## config.mk

```make
export PLATFORM = sky130hd
export DESIGN_NAME = bus_control_unit
export DESIGN_NICKNAME = d
export VERILOG_FILES = /design/src/rtl/bus_control_unit.sv
export SDC_FILE = /design/constraint.sdc
export NUM_CORES = 1
export LEC_CHECK = 0
export BUFFER_PORTS_ARGS = -buffer_cell sky130_fd_sc_hd__buf_2
export CORE_MARGIN = 3
export CORE_UTILIZATION = 48
export CTS_BUF_LIST = sky130_fd_sc_hd__clkbuf_8
export DETAILED_ROUTE_END_ITERATION = 16
export PLACE_DENSITY = 0.91
export SLEW_MARGIN = 20
export SYNTH_ARGS = -nofsm -noshare
export SYNTH_HDL_FRONTEND = slang
export SYNTH_SLANG_ARGS = --single-unit
```

## constraint.sdc

```tcl
create_clock -name clk -period 2 [get_ports clk]
set_input_delay 0.3 -clock clk [delete_from_list [all_inputs] [get_ports clk]]
set_output_delay 0.3 -clock clk [all_outputs]
set_load 0.05 [all_outputs]
```

## src/rtl/bus_control_unit.sv

```systemverilog
// Microsequencer for the matrix-multiplication processor datapath.
// Fetches via PC->AR->IR, decodes, and strobes bus source/destination selects.
module bus_control_unit #(
    parameter int OPW    = 4,
    parameter int SELW   = 5,
    parameter int DM_LAT = 1
) (
    input  logic            clk,
    input  logic            rst_n,
    input  logic            start,
    input  logic [15:0]     ir_in,
    input  logic            z_flag,
    output logic [SELW-1:0] read_en,
    output logic [SELW-1:0] write_en,
    output logic [4:0]      inc_en,
    output logic [1:0]      alu_op,
    output logic            dm_we,
    output logic            busy,
    output logic            done
);

    typedef enum logic [3:0] {
        S_IDLE, S_F_ADDR, S_F_WAIT, S_F_LOAD, S_DECODE,
        S_EX1, S_EX_WAIT, S_EX2, S_DONE
    } state_t;

    localparam logic [OPW-1:0] OP_MOV = OPW'(1);
    localparam logic [OPW-1:0] OP_LD  = OPW'(2);
    localparam logic [OPW-1:0] OP_ST  = OPW'(3);
    localparam logic [OPW-1:0] OP_ADD = OPW'(4);
    localparam logic [OPW-1:0] OP_MAC = OPW'(5);
    localparam logic [OPW-1:0] OP_INC = OPW'(6);
    localparam logic [OPW-1:0] OP_CLR = OPW'(7);
    localparam logic [OPW-1:0] OP_JMP = OPW'(8);
    localparam logic [OPW-1:0] OP_JNZ = OPW'(9);
    localparam logic [OPW-1:0] OP_END = OPW'(15);
    localparam logic [1:0]     CNT_LAST = 2'(DM_LAT - 1);

    state_t          r_state;
    logic [1:0]      r_cnt;
    logic [OPW-1:0]  w_op;
    logic [SELW-1:0] w_src;
    logic [SELW-1:0] w_dst;
    logic            w_unused;

    assign w_op     = ir_in[15:16-OPW];
    assign w_src    = SELW'(ir_in[9:5]);
    assign w_dst    = SELW'(ir_in[4:0]);
    assign w_unused = &{1'b0, ir_in[11:10]};

    always_ff @(posedge clk or negedge rst_n) begin
        if (!rst_n) begin
            r_state <= S_IDLE;
            r_cnt   <= '0;
        end else begin
            case (r_state)
                S_IDLE:   if (start) r_state <= S_F_ADDR;
                S_F_ADDR: r_state <= S_F_WAIT;
                S_F_WAIT: r_state <= S_F_LOAD;
                S_F_LOAD: r_state <= S_DECODE;
                S_DECODE: r_state <= (w_op == OP_END) ? S_DONE : S_EX1;
                S_EX1: begin
                    r_cnt <= '0;
                    r_state <= (w_op == OP_LD) ? S_EX_WAIT : S_F_ADDR;
                end
                S_EX_WAIT: begin
                    if (r_cnt == CNT_LAST) r_state <= S_EX2;
                    else r_cnt <= r_cnt + 2'd1;
                end
                S_EX2:    r_state <= S_F_ADDR;
                S_DONE:   if (start) r_state <= S_F_ADDR;
                default:  r_state <= S_IDLE;
            endcase
        end
    end

    always_comb begin
        read_en  = '0;
        write_en = '0;
        inc_en   = '0;
        alu_op   = '0;
        dm_we    = 1'b0;
        busy     = (r_state != S_IDLE) && (r_state != S_DONE);
        done     = (r_state == S_DONE);
        case (r_state)
            S_F_ADDR: begin
                read_en  = SELW'(13);
                write_en = SELW'(11);
            end
            S_F_LOAD: begin
                read_en  = SELW'(15);
                write_en = SELW'(12);
                inc_en   = 5'b10000;
            end
            S_EX1: begin
                case (w_op)
                    OP_MOV: begin
                        read_en  = w_src;
                        write_en = w_dst;
                    end
                    OP_LD: begin
                        read_en  = w_src;
                        write_en = SELW'(11);
                    end
                    OP_ST: begin
                        read_en = w_src;
                        dm_we   = 1'b1;
                    end
                    OP_ADD, OP_MAC: begin
                        read_en  = w_src;
                        write_en = SELW'(14);
                        alu_op   = (w_op == OP_ADD) ? 2'd1 : 2'd2;
                    end
                    OP_INC: inc_en = ir_in[4:0];
                    OP_CLR: begin
                        write_en = SELW'(14);
                        alu_op   = 2'd3;
                    end
                    OP_JMP, OP_JNZ: begin
                        // JNZ falls through to a no-op when AC is zero
                        if (w_op == OP_JMP || !z_flag) begin
                            read_en  = SELW'(1);
                            write_en = SELW'(13);
                        end
                    end
                    default: ;
                endcase
            end
            S_EX2: begin
                read_en  = SELW'(16);
                write_en = w_dst;
            end
            default: ;
        endcase
    end

endmodule
```

==> results.txt, run 1 <==
* Drt pass-1 iters: 4
- Max-cap violations in this run came to 0.
- Number of antenna cells inserted: 0
* Floorplan core area: 1630 µm²
* Cell depth of the worst hold path: 2
- Ranked by total cell area, the synthesized netlist is headed by sky130_fd_sc_hd__dfrtp_1 17%, sky130_fd_sc_hd__a21oi_1 7.9%, sky130_fd_sc_hd__nor2_1 4.2%.
- Count of mapped cells out of synthesis: 123
- In this run the biggest area consumer among cell types represents 16.8% of the synthesized area.
- Fill cells in the final layout number 87.
- Drt wl/cell: 16.4 µm
* Fin. max-slew vios: 0
- The cell area that synthesis handed to floorplanning was 892 µm².
- Most instantiated library cell after synthesis: sky130_fd_sc_hd__a21oi_1
- Antenna-violating nets left: 0
- At the pin with the least slew margin, the transition time is 438 ps.
* Clock latency at the later pin of the worst-skew pair: 220 ps
- Root buffer cell: sky130_fd_sc_hd__clkbuf_8
- The setup check on the worst reg-to-reg path leaves a slack of 420 ps.
* Number of sinks handled by clock tree synthesis: 6
- Derived from the worst setup path, the maximum achievable clock frequency is 497 MHz.
* Vias/cell: 6.14
- Final global-route overflow total: 0
- H-Tree Level Count: 1
- Worst Setup End Kind: output port
* Unrepaired setup endpoints after global routing: yes
- For this run, the register share of the synthesized area comes to 16.8%.
- Largest voltage drop on the vdd net: 1.51 mV
- Wire length of the first global-routing pass: 5260 µm
- After clock tree synthesis, the clock-pin slew on the worst setup and hold paths is 40 ps.
- Area of the multi-input gates: 766 µm²
* Number of antenna violations at the first check in global routing: 0
- The critical path is of the reg -> out type.
* Worst Hold Margin: 390 ps
* Required time worst endpoint: 1700 ps
* Initial detailed-routing violation count: 51
* Cell with the largest stage delay on the worst path: sky130_fd_sc_hd__dfrtp_1
- In this run the deepest clock path goes through 2 buffers.
- In this run the worst path has a maximum fanout of 5.
- Area enclosed by the die boundary: 2410 µm²
- Setup ws final: -10.1 ps
* GRT Total Usage: 27.3%
- Counting every net in the synthesized netlist gives 144.
* Sequential Area: 150 µm²
* Share of cells above drive strength 1: 48.0%
- The critical path goes through nand4bb_4 -> or3_4 -> nor2_4 -> a22o_1 -> buf_6.
- Register bit count reported by yosys: 6
- The number of buffers and inverters on the critical path is 1.
* HPWL reported at the end of detailed placement: 2300 µm
- From bottom edge to top edge, the die measures 49.1 µm.
- Top cell family by delay on the critical path: simple AND/OR/NAND/NOR gates
- Fraction of synthesis flops using an asynchronous set or reset pin: 100%
- # DRC: 0
- Slew HR: 70.6%
- The synthesized design contains 0 enable-type register cells.
* Flip-flop cell with the highest count after synthesis: sky130_fd_sc_hd__dfrtp_1
* Power Total: 0.00182 W
- For this run, the number of Yosys warnings is 0.
- Relative to the synthesized area, the layout overhead comes to 58.1%.
* Horizontal die dimension: 49.1 µm
- For hold timing, the worst endpoint is r_state[0].
- Leading area contributor after synthesis: sky130_fd_sc_hd__dfrtp_1
* Via Count: 1197
* Post-layout min period: 2010 ps
- Final cycle utilization of the critical path: 101%
* CTS buffer count: 3
- For this design the static power due to leakage is 0.592 nW.
* Post-synth cell types: 44
- Quantity of I/O buffers inserted on ports: 37
* Boundary Pins: 40
- On the worst path, the slowest cell contributes a delay of 380 ps.
* Maximum clock skew at final layout: 4.99 ps
- Leading cell types by count after synthesis: 14 x sky130_fd_sc_hd__a21oi_1, 10 x sky130_fd_sc_hd__nor2_1, 9 x sky130_fd_sc_hd__inv_1, 8 x sky130_fd_sc_hd__nand2_1, 7 x sky130_fd_sc_hd__nor3_1
* Setup crit start kind: flop
- Worst reg2reg endpoint: r_cnt[0]
- Cell area power density: 1290 nW/µm²
- TritonCTS built the clock tree.
- Row generation in the floorplan step produced 14 rows.
- Overall routed net length: 3210 µm
- The flow ran to the end, but the final reports show violations.
- Worst reg2reg startpoint: r_state[2]
- Largest net degree at the start of global routing: 19
- In this run the worst hold path is classified as in -> reg.
* Number of nets in the layout: 194
* Starting utilization of the core area: 54.8%
- Setup violations remaining at the end of the flow were counted as 1.
- The worst register-to-register path has a depth of 5.
- Post-synthesis area per instance: 7.25 µm²
* Final RePlAce weighted congestion: 0.893
- Worst Path Arrival: 1710 ps
- Number of global-route vias before repair: 1167
- The checks that failed: negative setup slack.
- The count of final hold-check violations came to 0.
- The worst hold path begins at start.
==> cell type report <==
type | instances | share of cell area, %
clock buffer | 3 | 2.93
tap | 24 | 2.13
multi-input combinational | 98 | 54.3
inverter | 9 | 2.40
sequential | 6 | 10.6
timing repair buffer | 55 | 27.6
==> state kept, by name (all words and copies together) (netlist names) <==
| name | cells |
|---|---|
| r_cnt | 2 |
| r_state | 4 |
==> power breakdown <==
group / leakage, nW / internal, W / switching, W / total, W
sequential: 0.0785 / 0.000154 / 0.0000320 / 0.000186
combinational: 0.492 / 0.000488 / 0.000968 / 0.00146
clock: 0.0216 / 0.000129 / 0.0000520 / 0.000181
total: 0.592 / 0.000771 / 0.00105 / 0.00182
==> cell usage in the layout (no fill, tap or decap), drive strengths merged, types with 2 or more instances in the layout <==
master	n
dfrtp	6
a21oi	14
o22ai	5
or3	2
a31oi	2
a22o	2
a311oi	2
nand2	9
o21ai	6
inv	9
nor2	11
nand3b	2
and2	4
nor3	7
buf	52
o21a	3
clkbuf	5
nor4	2
a2111oi	2
nand2b	2
nor2b	3
a22oi	2
o2111a	2
==> what timing repair did <==
action | in CTS | in global routing
hold buffers | 1 | 0
setup endpoints to repair | 11 | 11
pin swaps | 1 | 3
endpoints found under the hold margin | 6 | 0
gates resized for setup | 16 | 16
setup buffers | 0 | 2
gates cloned | 0 | 0
==> cell families (layout without fill, tap and decap cells) <==
kind of cell	after synthesis	count (layout)	synth area share [%]
flops	6	6	16.8
xor+xnor	1	1	0.982
mux	1	1	1.26
simple gates	49	49	32.0
fa+ha+maj	1	1	1.40
compound gates	46	46	36.7
buf+inv	19	67	10.8
==> worst max path at each step <==
stage	depth (start not counted)	endpoint	start
after floorplan	4	write_en[1]	ir_in[13]
after global placement	5	write_en[1]	ir_in[14]
after global routing	5	inc_en[4]	r_state[3]
final	5	inc_en[4]	r_state[3]
after CTS	5	inc_en[4]	r_state[3]
after detailed placement	5	write_en[1]	ir_in[14]
==> metrics by stage <==
step / cells / worst slack [ps] / util (%) / area [µm²] / TNS (ps)
finish: 195 / -10.1 / 86.6 / 1410 / -10.1
global placement: 189 / 72.3 / 75.0 / 1220 / 0
detailed placement: 189 / 46.4 / 75.0 / 1220 / 0
CTS: 193 / 1.44 / 82.3 / 1340 / 0
global route: 195 / -68.0 / 86.6 / 1410 / -331
floorplan: 123 / -110 / - / 956 / -110
==> per-layer routing <==
metal / vias up / part of all wire, % / GRT usage [%]
met1: 560 / 40 / 32.2
met3: 6 / 7.5 / 7.03
met5: - / 0 / 0
li1: 561 / - / -
met4: 0 / 1.3 / 9.00
met2: 70 / 51 / 47.5
(Power assumes the default switching activity.)
==> run 2, diff against run 1 <==
Settings changed: CORE_MARGIN 3 to 2, CORE_UTILIZATION 48 to 30, PLACE_DENSITY 0.91 to 0.65.
==> run 2 against run 1 <==
  * The run now ends clean
  * Fmax rose by 2.2%
  * Critical path depth unchanged
  * Sequential share of layout area up 0.36 points
==> results.txt, run 2 (synthesis gave the netlist of run 1 again) <==
* Worst Hold Margin: 404 ps
* Die Height: 58.5 µm
* Initial detailed-routing violation count: 52
- The area growth from synthesis to layout is 52.9%.
- CTS clk-pin slew, worst paths: 40 ps
- The worst setup path is captured at an output port.
- The post-route netlist has 45.8% of its cells at a drive strength greater than 1.
- Power Internal: 0.000747 W
- Root buffer cell: sky130_fd_sc_hd__clkbuf_8
- Floorplan core area: 2780 µm²
- Final global-route overflow total: 0
- The clock network burns 10.5% of the power.
- Per report_power, the sequential group accounts for 10.2% of the total.
* Number of filler instances in the final layout: 274
* Final RePlAce weighted congestion: 0.870
* Unrepaired setup endpoints after global routing: yes
- Setup violations remaining at the end of the flow were counted as 0.
- Leaving out fill and tap cells, the most frequent cells in the layout are 25 x sky130_fd_sc_hd__buf_2, 16 x sky130_fd_sc_hd__buf_4, 11 x sky130_fd_sc_hd__a21oi_1, 9 x sky130_fd_sc_hd__inv_1, 8 x sky130_fd_sc_hd__nor2_1.
- Biggest regs: r_state x4, r_cnt x2
- Drt wl/cell: 14.2 µm
* Antenna-violating nets left: 0
* Fmax: 508 MHz
- The worst path in the final design needs a cycle of 1970 ps, including I/O delays and setup.
- Once the clock tree was built, the setup fixing pass inserted 0 buffers.
* Fin. max-slew vios: 0
- Setup crit start kind: flop
* Setup ws final: 32.3 ps
* Clock tree from TritonCTS: yes
- CTS built an H-tree with a depth of 1.
* Leading cell type in the layout, fill and taps excluded: sky130_fd_sc_hd__buf_2
* Area enclosed by the die boundary: 3430 µm²
* Wire length of the first global-routing pass: 4730 µm
- Entering global routing, the biggest net connects 19 pins.
- Cells on worst reg2reg path: 5
- Number of sinks handled by clock tree synthesis: 6
- The initial utilization of the core area, before any placement, comes to 32.1%.
* Site Rows: 19
- In this run the critical register-to-register path is captured at r_cnt[0].
- Clock latency at the later pin of the worst-skew pair: 220 ps
- At the worst endpoint, the required time is 1700 ps.
- Together, buffers and inverters on the worst path number 1.
* Boundary Pins: 40
- # DRC: 0
- Along the worst hold path, the cell count comes to 2.
- At the pin with the least slew margin, the transition time is 430 ps.
- In this design, the stage delay of the slowest critical-path cell is 390 ps.
* Maximum clock skew at final layout: 6.13 ps
- Summing over every cut layer, the via total after detailed routing is 1105.
* Number of nets in the layout: 191
* Clk buf depth: 2
- Worst-case hold path end point: r_state[0]
- In this run the critical register-to-register path is launched from r_state[2].
- Number of antenna violations at the first check in global routing: 0
- Sequential Area: 150 µm²
- R2R setup slack: 550 ps
* Cell area power density: 1290 nW/µm²
- Worst Path Arrival: 1670 ps
* Slew HR: 71.1%
- Power Total: 0.00176 W
- Net Sw Frac: 57.5%
- Detailed placement ended at an HPWL of 2230 µm.
* CTS buffer count: 3
* Horizontal die dimension: 58.5 µm
* Cell with the largest stage delay on the worst path: sky130_fd_sc_hd__or3_4
- For this run, the total global-route usage over all layers was measured as 17.3%.
* Area of the multi-input gates: 743 µm²
* Startpoint of the most critical hold path: start
* Placed Instances: 195
- Summed over all nets, the switching power comes to 0.00101 W.
- Port buffering added 37 buffers.
- Count of maximum capacitance violations: 0
* Final hold vios: 0
- The register with the most flip-flops in the layout has 4 of them.
* Leakage power figure: 0.569 nW
- Final cycle utilization of the critical path: 98.4%
- IR analysis of the VDD net gives a maximum drop of 0.938 mV.
- Setup slack at placement: 38.5 ps
* Number of global-route vias before repair: 1050
- For this run, the detailed router's first-pass iteration total came to 4.
- The run finished with clean final reports.
- After detailed routing, the number of vias per cell comes to 5.55.
* Register with the most flip-flops: r_state
- Worst hold-check path type: in -> reg
- By startpoint and endpoint, the worst setup path is classified as reg -> out.
* Critical path peak fanout: 5
- Summed over all layers, the routed wires come to 2820 µm.
- In this run, the combinational gates consume 79.3% of the power.
* Top cell family by delay on the critical path: simple AND/OR/NAND/NOR gates
- Final non-filler cell total: 199
* Number of antenna cells inserted: 0
- Walking the worst path, the cells encountered are nand4bb_4 -> or3_4 -> nor2_4 -> a22o_1 -> buf_6.
==> run 2: final cells by class <==
cell class                      instances  area share, %
Clock buffer                            3           3.03
Inverter                                9           2.48
Multi-Input combinational cell         98           54.5
Sequential cell                         6           11.0
Tap cell                               31           2.84
Timing Repair Buffer                   52           26.1
==> run 2: worst max path at each step <==
stage | from | to | slack, ps | depth (start not counted)
4_1_cts | r_state[3] | inc_en[1] | 8 | 5
2_1_floorplan | ir_in[13] | write_en[1] | -110 | 4
5_1_grt | r_state[3] | inc_en[4] | -60 | 5
6_report | r_state[3] | inc_en[4] | 30 | 5
3_5_place_dp | ir_in[12] | write_en[0] | 40 | 6
3_3_place_gp | ir_in[14] | write_en[1] | 50 | 5
==> run 2: power groups by stage <==
stage | Combinational [W] | Clock [W] | Sequential [W]
floorplan | 0.000995 | 0 | 0.000179
global placement | 0.00128 | 0 | 0.000167
detailed placement | 0.00130 | 0 | 0.000169
CTS | 0.00137 | 0.000189 | 0.000180
global route | 0.00149 | 0.000199 | 0.000184
finish | 0.00139 | 0.000184 | 0.000180
==> run 2: through the flow <==
stage | util [%] | instance area [µm²] | TNS (ps)
2_1_floorplan | - | 956 | -110
3_3_place_gp | 43.9 | 1220 | 0
3_5_place_dp | 43.9 | 1220 | 0
4_1_cts | 48.0 | 1330 | 0
5_1_grt | 49.0 | 1360 | -270
6_report | 49.0 | 1360 | 0
==> run 2: timing repair <==
action / in CTS / in global routing
endpoints found under the hold margin: 6 / 0
endpoints found under the setup margin: 12 / 12
pin swaps: 2 / 1
gates resized for setup: 14 / 9
hold buffers: 1 / 0
==> run 2: metal layers <==
layer / global-route usage, % / part of all wire [%] / vias up
met4: 4.98 / 0.60 / 0
met1: 21.4 / 42 / 514
met5: 0 / 0 / -
li1: - / - / 551
met2: 31.3 / 52 / 38
met3: 2.20 / 5.6 / 2
==> run 3, diff against run 2 <==
Settings changed: REMOVE_ABC_BUFFERS set to 1.
==> run 3 against run 2 <==
  * Register-to-register slack lost 50 ps
  * Critical path depth did not move
  * Core utilization decreased by 2.8 points
  * Largest cell class unchanged
  * Setup slack worse by 19 ps
  * Total power decreased by 4.8%
  * Clock skew shrank 4.9 ps
  * Critical endpoint unchanged
  * Combinational power down 5%
  * Final area shrank 5.8%
  * Worst hold slack worse by 14 ps
==> results.txt, run 3 (synthesis gave the netlist of run 1 again) <==
- With fillers left out, the area of the finished cells amounts to 1280 µm².
- Worst Path Arrival: 1690 ps
- At the pin with the least slew margin, the transition time is 395 ps.
* CP max stage delay: 370 ps
- Entering global routing, the biggest net connects 19 pins.
* Number of antenna cells inserted: 0
* Required time worst endpoint: 1700 ps
- Boundary Pins: 40
- Critical path peak fanout: 5
* H-Tree Level Count: 1
- Once the floorplan was initialized, standard cells occupied 32.1% of the core.
- Area after detailed placement: 1140 µm²
* Wire length of the first global-routing pass: 4530 µm
- Cell area power density: 1300 nW/µm²
* Fin. max-slew vios: 0
- Top cell family by delay on the critical path: simple AND/OR/NAND/NOR gates
* Leading cell type in the layout, fill and taps excluded: sky130_fd_sc_hd__buf_2
* Commonest non-fill, non-tap cells in the layout: 25 x sky130_fd_sc_hd__buf_2, 16 x sky130_fd_sc_hd__buf_4, 14 x sky130_fd_sc_hd__a21oi_1, 10 x sky130_fd_sc_hd__nor2_1, 9 x sky130_fd_sc_hd__inv_1
* Result of the run: completed
* Clock latency at the later pin of the worst-skew pair: 220 ps
* Setup slack at placement: 47.9 ps
* Buffers inserted during post-CTS setup optimization: 0
- The critical path runs through a total of 5 cells.
- Leakage power figure: 0.553 nW
- Root buffer cell: sky130_fd_sc_hd__clkbuf_8
* Worst Hold Margin: 390 ps
- Worst Path Buf+Inv: 1
- The core region is 2780 µm².
- Worst reg2reg endpoint: r_cnt[0]
- Number of sinks handled by clock tree synthesis: 6
- The floorplan has 19 rows.
- Number of nets in the layout: 189
- The setup check on the worst reg-to-reg path leaves a slack of 500 ps.
* Initial detailed-routing violation count: 52
* Setup crit start kind: flop
- The register with the most flip-flops in the final layout is r_state.
- Clock tree from TritonCTS: yes
- HPWL reported at the end of detailed placement: 2110 µm
* Power Total: 0.00167 W
* Worst Setup End Kind: output port
* CTS clk-pin slew, worst paths: 30 ps
- The worst register-to-register path has a depth of 5.
- Final setup violation count: 0
* Unrepaired setup endpoints after global routing: yes
- The critical path goes through nand4bb_4 -> or3_4 -> nor2_4 -> a22o_1 -> buf_6.
* Critical path endpoint: inc_en[4]
- Measured along the x axis, the die boundary spans 58.5 µm.
- From synthesis to final layout, the design area changed by 44.0%.
- No sink is reached through more buffers than the 2 on the longest clock path.
- Between clock sinks in the finished design, the worst skew comes to 1.20 ps.
- Final cycle utilization of the critical path: 99.4%
- Fmax: 503 MHz
- The most critical setup path has its startpoint at r_state[3].
- In the final routed layout, each cell accounts on average for 14.2 µm.
* Slew HR: 73.4%
- The count of final hold-check violations came to 0.
- In this run the critical register-to-register path is launched from r_state[2].
* Via Count: 1140
- GRT Total Usage: 16.4%
* Final RePlAce weighted congestion: 0.854
- The via count of the first global-routing pass came to 1040.
* Worst hold-check path type: in -> reg
- Summed over all layers, the global routing overflow is 0.
* Cell with the largest stage delay on the worst path: sky130_fd_sc_hd__dfrtp_1
- The initial antenna violation count is 0.
- Largest voltage drop on the vdd net: 0.902 mV
- The filler cells instantiated in the layout total 280.
- Flip-flop count of the largest register after layout: 4
* CTS buffer count: 3
- Once routing completed, OpenROAD measured the worst setup slack at 12.9 ps.
- Cells with a size suffix above 1 make up 38.6% of the layout.
* Die Height: 58.5 µm
* Vias/cell: 5.79
- # DRC: 0
- Wires add up to 2790 µm.
- In the final layout, the registers with the most flip-flops are r_state x4, r_cnt x2.
* Count of maximum capacitance violations: 0
* Startpoint of the most critical hold path: start
* Drt pass-1 iters: 4
- Post-layout min period: 1990 ps
- Antenna-violating nets left: 0
- Quantity of I/O buffers inserted on ports: 37
- Area enclosed by the die boundary: 3430 µm²
* Critical path start-end classification: reg -> out
==> run 3: final cells by class <==
class	instances	area (µm²)	area share [%]
clock buffers	3	41.3	3.21
inverters	9	33.8	2.63
multi-input cells	98	679	52.9
flip-flops and latches	6	150	11.7
well taps	31	38.8	3.02
repair buffers	50	342	26.6
==> run 3: power by group <==
part	switching [W]	total, W	internal (W)
Combinational	0.000891	0.00132	0.000425
Sequential	0.0000273	0.000181	0.000154
Clock	0.0000476	0.000177	0.000129
Total	0.000966	0.00167	0.000707
==> run 3: worst min-delay path by stage <==
| stage | end | slack (ps) | depth (start not counted) |
|---|---|---|---|
| final | r_state[0] | 390 | 2 |
| after global routing | r_state[0] | 390 | 2 |
| after CTS | r_state[0] | 390 | 2 |
| after detailed placement | r_cnt[1] | 130 | 1 |
| after global placement | r_cnt[0] | 120 | 1 |
| after floorplan | r_cnt[0] | 4 | 0 |
==> run 3: repair_timing <==
action	CTS	global route
setup endpoints to repair	9	13
hold endpoints to repair	6	0
resized for setup	16	9
pin swaps	1	2
gates cloned	0	0
hold buffers	1	0
==> run 3: metal layers <==
layer	global-route usage [%]	wire, µm
met5	0	0
met4	3.65	15
met3	2.42	226
met2	28.4	1320
met1	21.6	1220
==> run 3: metrics by stage <==
step	setup TNS [ps]	instances	utilization, %
finish	0	197	46.2
global route	-126	197	46.2
CTS	-13.1	197	45.2
detailed placement	0	193	41.1
global placement	0	193	41.1
floorplan	-2720	113	-
